===== config.mk =====
export PLATFORM = sky130hd
export DESIGN_NAME = instr_fetch
export DESIGN_NICKNAME = d
export VERILOG_FILES = /design/src/rtl/instr_fetch.sv
export SDC_FILE = /design/constraint.sdc
export NUM_CORES = 1
export LEC_CHECK = 0
export BUFFER_PORTS_ARGS = -buffer_cell sky130_fd_sc_hd__buf_2
export CAP_MARGIN = 5
export CORE_MARGIN = 5
export CORE_UTILIZATION = 40
export DETAILED_ROUTE_END_ITERATION = 16
export PLACE_DENSITY = 0.67
export SYNTH_ARGS = -nofsm -noshare
export SYNTH_HDL_FRONTEND = slang
export SYNTH_SLANG_ARGS = --single-unit

===== constraint.sdc =====
create_clock -name clk -period 8.8 [get_ports clk]
set_input_delay 1.32 -clock clk [delete_from_list [all_inputs] [get_ports clk]]
set_output_delay 1.32 -clock clk [all_outputs]
set_load 0.05 [all_outputs]

===== src/rtl/instr_fetch.sv =====
// Instruction fetch stage: owns the architectural PC, issues in-order word
// requests to instruction memory, and buffers returned instructions (tagged
// with their PC) in a small FIFO whose head feeds the control/decode unit.
//
// Handshake semantics (both request and retire sides):
//   A transfer happens on a rising edge where valid && ready are both high.
//   Once mem_req_valid_out is raised in RUN it stays high with a stable
//   mem_req_addr_out until accepted, even across a redirect. Responses are
//   always accepted (no backpressure) and return in request order.
module instr_fetch #(
    parameter logic [31:0] RESET_PC   = 32'h0000_0000,
    parameter int          FIFO_DEPTH = 4
) (
    input  logic        clk,
    input  logic        rst,
    output logic        mem_req_valid_out,
    input  logic        mem_req_ready_in,
    output logic [31:0] mem_req_addr_out,
    input  logic        mem_rsp_valid_in,
    input  logic [31:0] mem_rsp_data_in,
    input  logic        mem_rsp_err_in,
    output logic        instr_valid_out,
    output logic [31:0] instr_out,
    output logic [31:0] instr_pc_out,
    input  logic        instr_ready_in,
    input  logic [31:0] pc_next_in,
    output logic        fault_out,
    output logic [31:0] fault_pc_out,
    output logic        dbg_state
);

    localparam int PW = $clog2(FIFO_DEPTH);
    localparam int CW = PW + 1;
    localparam int SW = CW + 2;

    typedef enum logic {
        RUN  = 1'b0,
        HALT = 1'b1
    } state_t;

    state_t        state_q, state_d;
    logic [31:0]   fetch_pc_q, fetch_pc_d;
    logic [31:0]   rsp_pc_q, rsp_pc_d;
    logic [CW-1:0] outstanding_q, outstanding_d, outstanding_post;
    logic [CW-1:0] discard_q, discard_d;
    logic [CW-1:0] count_q, count_d;
    logic [PW-1:0] wr_ptr_q, wr_ptr_d;
    logic [PW-1:0] rd_ptr_q, rd_ptr_d;
    logic          stale_q, stale_d;
    logic [31:0]   stale_addr_q, stale_addr_d;
    logic          fault_q, fault_d;
    logic [31:0]   fault_pc_q, fault_pc_d;

    logic [31:0]   fifo_data [FIFO_DEPTH];
    logic [31:0]   fifo_pc   [FIFO_DEPTH];

    logic [SW-1:0] credit_sum;
    logic          handshake;
    logic          retire;
    logic          redirect;
    logic          push;
    logic          pop;

    // Request, FIFO head and retire decode. A stale request (pending when a
    // redirect hit) is held regardless of credit so its address stays stable.
    always_comb begin
        credit_sum        = SW'(outstanding_q) + SW'(count_q) + SW'(discard_q);
        mem_req_valid_out = !rst && (state_q == RUN) &&
                            (stale_q || (credit_sum < SW'(FIFO_DEPTH)));
        mem_req_addr_out  = stale_q ? stale_addr_q : fetch_pc_q;
        handshake         = mem_req_valid_out && mem_req_ready_in;
        instr_valid_out   = (state_q == RUN) && (count_q != '0);
        instr_out         = fifo_data[rd_ptr_q];
        instr_pc_out      = fifo_pc[rd_ptr_q];
        retire            = instr_valid_out && instr_ready_in;
        redirect          = retire && (pc_next_in != instr_pc_out + 32'd4);
        fault_out         = fault_q;
        fault_pc_out      = fault_pc_q;
        dbg_state         = (state_q == HALT);
    end

    // Next-state logic: credits, response disposition, retire and redirect.
    always_comb begin
        state_d          = state_q;
        fetch_pc_d       = fetch_pc_q;
        rsp_pc_d         = rsp_pc_q;
        discard_d        = discard_q;
        wr_ptr_d         = wr_ptr_q;
        rd_ptr_d         = rd_ptr_q;
        stale_d          = stale_q;
        stale_addr_d     = stale_addr_q;
        fault_d          = fault_q;
        fault_pc_d       = fault_pc_q;
        push             = 1'b0;
        pop              = retire;
        outstanding_post = outstanding_q + CW'(handshake) - CW'(mem_rsp_valid_in);
        outstanding_d    = outstanding_post;

        // An accepted stale request fetches a dead address: its response
        // must be dropped, and fetch_pc already points at the new target.
        if (handshake) begin
            if (stale_q) begin
                stale_d   = 1'b0;
                discard_d = discard_d + CW'(1);
            end else begin
                fetch_pc_d = fetch_pc_q + 32'd4;
            end
        end

        // A response arriving with a redirect is simply dropped; it was
        // already removed from outstanding_post so it is not discarded twice.
        if (mem_rsp_valid_in && !redirect) begin
            if (discard_q != '0) begin
                discard_d = discard_d - CW'(1);
            end else if (state_q == RUN) begin
                if (mem_rsp_err_in) begin
                    state_d    = HALT;
                    fault_d    = 1'b1;
                    fault_pc_d = rsp_pc_q;
                end else begin
                    push     = 1'b1;
                    rsp_pc_d = rsp_pc_q + 32'd4;
                end
            end
        end

        if (push) begin
            wr_ptr_d = wr_ptr_q + PW'(1);
        end
        if (pop) begin
            rd_ptr_d = rd_ptr_q + PW'(1);
        end
        count_d = count_q + CW'(push) - CW'(pop);

        if (redirect) begin
            count_d    = '0;
            wr_ptr_d   = '0;
            rd_ptr_d   = '0;
            discard_d  = outstanding_post;
            fetch_pc_d = pc_next_in;
            rsp_pc_d   = pc_next_in;
            if (mem_req_valid_out && !mem_req_ready_in) begin
                stale_d      = 1'b1;
                stale_addr_d = mem_req_addr_out;
            end
            if (pc_next_in[1:0] != 2'b00) begin
                state_d    = HALT;
                fault_d    = 1'b1;
                fault_pc_d = pc_next_in;
            end
        end

        // HALT keeps the buffer empty and never re-issues a held request.
        if (state_d == HALT) begin
            count_d  = '0;
            wr_ptr_d = '0;
            rd_ptr_d = '0;
            stale_d  = 1'b0;
        end
    end

    // Control and counter registers.
    always_ff @(posedge clk) begin
        if (rst) begin
            state_q       <= RUN;
            fetch_pc_q    <= RESET_PC;
            rsp_pc_q      <= RESET_PC;
            outstanding_q <= '0;
            discard_q     <= '0;
            count_q       <= '0;
            wr_ptr_q      <= '0;
            rd_ptr_q      <= '0;
            stale_q       <= 1'b0;
            stale_addr_q  <= '0;
            fault_q       <= 1'b0;
            fault_pc_q    <= '0;
        end else begin
            state_q       <= state_d;
            fetch_pc_q    <= fetch_pc_d;
            rsp_pc_q      <= rsp_pc_d;
            outstanding_q <= outstanding_d;
            discard_q     <= discard_d;
            count_q       <= count_d;
            wr_ptr_q      <= wr_ptr_d;
            rd_ptr_q      <= rd_ptr_d;
            stale_q       <= stale_d;
            stale_addr_q  <= stale_addr_d;
            fault_q       <= fault_d;
            fault_pc_q    <= fault_pc_d;
        end
    end

    // Instruction buffer storage; cleared on reset so the head reads 0/RESET_PC.
    always_ff @(posedge clk) begin
        if (rst) begin
            for (int i = 0; i < FIFO_DEPTH; i++) begin
                fifo_data[i] <= '0;
                fifo_pc[i]   <= RESET_PC;
            end
        end else if (push) begin
            fifo_data[wr_ptr_q] <= mem_rsp_data_in;
            fifo_pc[wr_ptr_q]   <= rsp_pc_q;
        end
    end

endmodule


==> summary.txt <==
Status = complete, no violations
Most common cell after layout, fill and taps aside = nor2_1
Critical path launch point type = flop
Chip width = 227 microns
Power Density = 309 mW/mm^2
Post-layout nets = 1876
First-pass GRT wire length = 78600 microns
Post-cts resize count = 0
Min-Delay Path Class = reg -> reg
Synthesis-to-finish area growth = 14.4%
Main flop type after synthesis = edfxtp_1
Core Region = 0.0467 sq mm
Setup violators final = 0
Max_slew headroom = 33.5%
Min Tclk post-route = 6.85 ns
Mapped Nets = 1706
Num CTS Buffers = 42
Ranking of synthesized cells by area = edfxtp_1 (41%), dfxtp_1 (15%), mux4_2 (7.6%)
Critical Path RT = 9.24 ns
Fin crit share = 77.8%
Die Ht = 227 microns
Worst R2R Setup Slack = 1.95 ns
Gr usage total = 19.7%
Initial core utilization = 40.5%
Max H-tree Level = 2
Reg clk slew, reported paths = 0.06 ns
Post-synthesis sequential area ratio = 56.1%
Vias in the first global route = 12900
Final setup TNS = 0 ns
Pre-antenna DRT Iters = 5
Worst path arrival time = 7.29 ns
Post-DR wirelength/cell = 21.5 microns
Buffers on Ports = 201
Post-synth EDFFs = 256
Leakage = 0.00782 uW
RSZ-0062 raised after global routing = no
Final GP Congestion = 0.867
Root Buffer = clkbuf_16
Slew Limit Fails = 0
Worst skew pair latency = 0.57 ns
Gr ovfl total = 0
Area leader, netlist = edfxtp_1
Layout cells sized above 1 = 23.3%
Crit path cell chain = mux4_2 > ha_1 > nand4_1 > or4_4 > nor4_2 > o2111ai_1 > or4_1 > or4_4 > nand2_4 > buf_4 > nand2_2 > ha_1 > inv_1 > ha_1 > inv_1 > fa_1 > xor2_1 > xnor2_1 > nor2_1
Yosys warning count = 0
Via count = 13400
Actual slew at the worst max-slew pin = 0.997 ns
Top cell by count, worst path = ha_1
WL final = 52000 microns
Hold Vio Cnt, Final = 0
Syn Area/Cell = 11.7 sq um
Distinct cells, synth = 62
Post-DP HPWL = 35000 microns
Die Area = 0.0517 sq mm
Commonest non-fill, non-tap cells in the layout = nor2_1 (322), edfxtp_1 (256), buf_2 (200), dfxtp_1 (144), nand2_1 (120)
Post-synthesis cell area = 0.0189 sq mm
Reg2Reg Depth = 19
Largest net degree at the start of global routing = 76
Total Power = 6680 uW
VDD IR max = 0.169 mV
Slowest cell on crit path = dfxtp_4
Worst-case clock buffer depth = 3
DP Area = 0.0204 sq mm
Largest stage delay on the critical path = 0.90 ns
Fillers = 4292
DR iter-0 viols = 1368
Postcts setup bufs = 0
I/O pins = 202
Initial antenna violation count = 0
WS Path Type = reg -> reg
Max-Cap Viols = 0
CTS tree = built
Setup crit end kind = flop
Worst Hold Slack = 0.460 ns
DRC = 0
# diodes = 0
Routed vias/inst = 5.51
CTS Hold Bufs = 0
CP max FO = 61
Maximum clock skew at final layout = 0.0234 ns
Clk sinks = 402
Row cnt = 79
Detail Route Antenna Nets = 0
Fmax = 146 MHz
Final instance area = 0.0216 sq mm
Hold depth = 2
Final core utilization = 46.4%
Syn Inst Count = 1619
Ys async rst share = 0%
FF+latch count, synth = 402
Top cell type's share of synthesized area = 40.7%
## metal layers
metal / GRT usage (%) / vias to the layer above / routed length (microns)
li1: - / 6179 / -
met1: 28.2 / 6591 / 22400
met2: 30.7 / 514 / 24300
met3: 3.93 / 71 / 4140
met4: 5.57 / 0 / 1200
met5: 0 / - / 0
## worst max-delay path, delay by kind of cell, from the launching register on
family / cells / cell delay (ns)
simple gates: 8 / 3.02
fa+ha+maj: 4 / 1.12
compound gates: 1 / 0.12
buf+inv: 3 / 0.72
mux: 1 / 0.45
xor+xnor: 2 / 0.33
flops: 1 / 0.90
## state kept, by name, indices dropped and copies added, names as in the netlist, named ones only
signal	flops
fifo_data	128
fifo_pc	128
fault_pc_out	32
fetch_pc_q	32
rsp_pc_q	32
stale_addr_q	32
count_q	3
discard_q	3
outstanding_q	3
rd_ptr_q	2
wr_ptr_q	2
dbg_state	1
fault_out	1
stale_q	1
## final timing paths
check / start / endpoint
min reg2reg: fault_out / fault_out
min: fault_out / fault_out
max reg2reg: flop / count_q[2]
max: flop / count_q[2]
## synthesized netlist by cell type (2+ instances only)
cell         n
a2111oi_0    3
a211o_1      2
a211oi_1    61
a21boi_0     2
a21oi_1     44
a31oi_1      5
and2_1       7
and3_1      17
and4_1       8
and4b_1      2
buf_1        7
buf_2       18
buf_4        2
buf_6       14
clkbuf_1    55
dfxtp_1    146
edfxtp_1   256
fa_1         5
ha_1        12
inv_1       28
mux2_2      62
mux2i_1     37
mux4_2      64
nand2_1    125
nand2b_1     3
nand3_1     39
nand4_1     18
nand4b_1     2
nor2_1     322
nor2b_1     37
nor3_1      12
nor4_1      12
nor4_2       3
nor4b_1      2
o211ai_1     2
o21ai_0     43
o22ai_1      3
o31a_1       2
or3_1        3
or4_1        4
or4_4        2
xnor2_1     47
xor2_1      62
## kinds of logic (layout without fill, tap and decap cells)
group,Yosys count,after routing,share of synthesized area [%]
and+or+nand+nor,626,626,15.0
DFF,402,402,56.1
AOI/OAI and AO/OA,176,176,5.91
muxes,163,163,13.3
buffers and inverters,126,325,3.30
xor gates and xnor gates,109,109,5.05
adders and majority gates,17,17,1.32
## cell type report
type	instances	area, sq um	share of cell area (%)
inverters	29	110	0.509
repair buffers	223	1170	5.43
well taps	607	759	3.51
clock inverters	14	92.6	0.428
flip-flops and latches	402	10600	49.1
multi-input cells	1091	7710	35.6
clock buffers	59	1170	5.39
## per-stage QoR
stage / setup slack [ns] / instances
detailed placement: 1.91 / 2352
floorplan: 1.19 / 1619
global placement: 2.01 / 2352
CTS: 1.91 / 2425
finish: 1.95 / 2425
global route: 1.46 / 2425
## power breakdown
group | internal (uW) | total, uW | switching [uW]
combinational | 697 | 2410 | 1710
sequential | 2320 | 2610 | 284
clock | 928 | 1660 | 733
total | 3950 | 6680 | 2730
(Power assumes the default switching activity.)
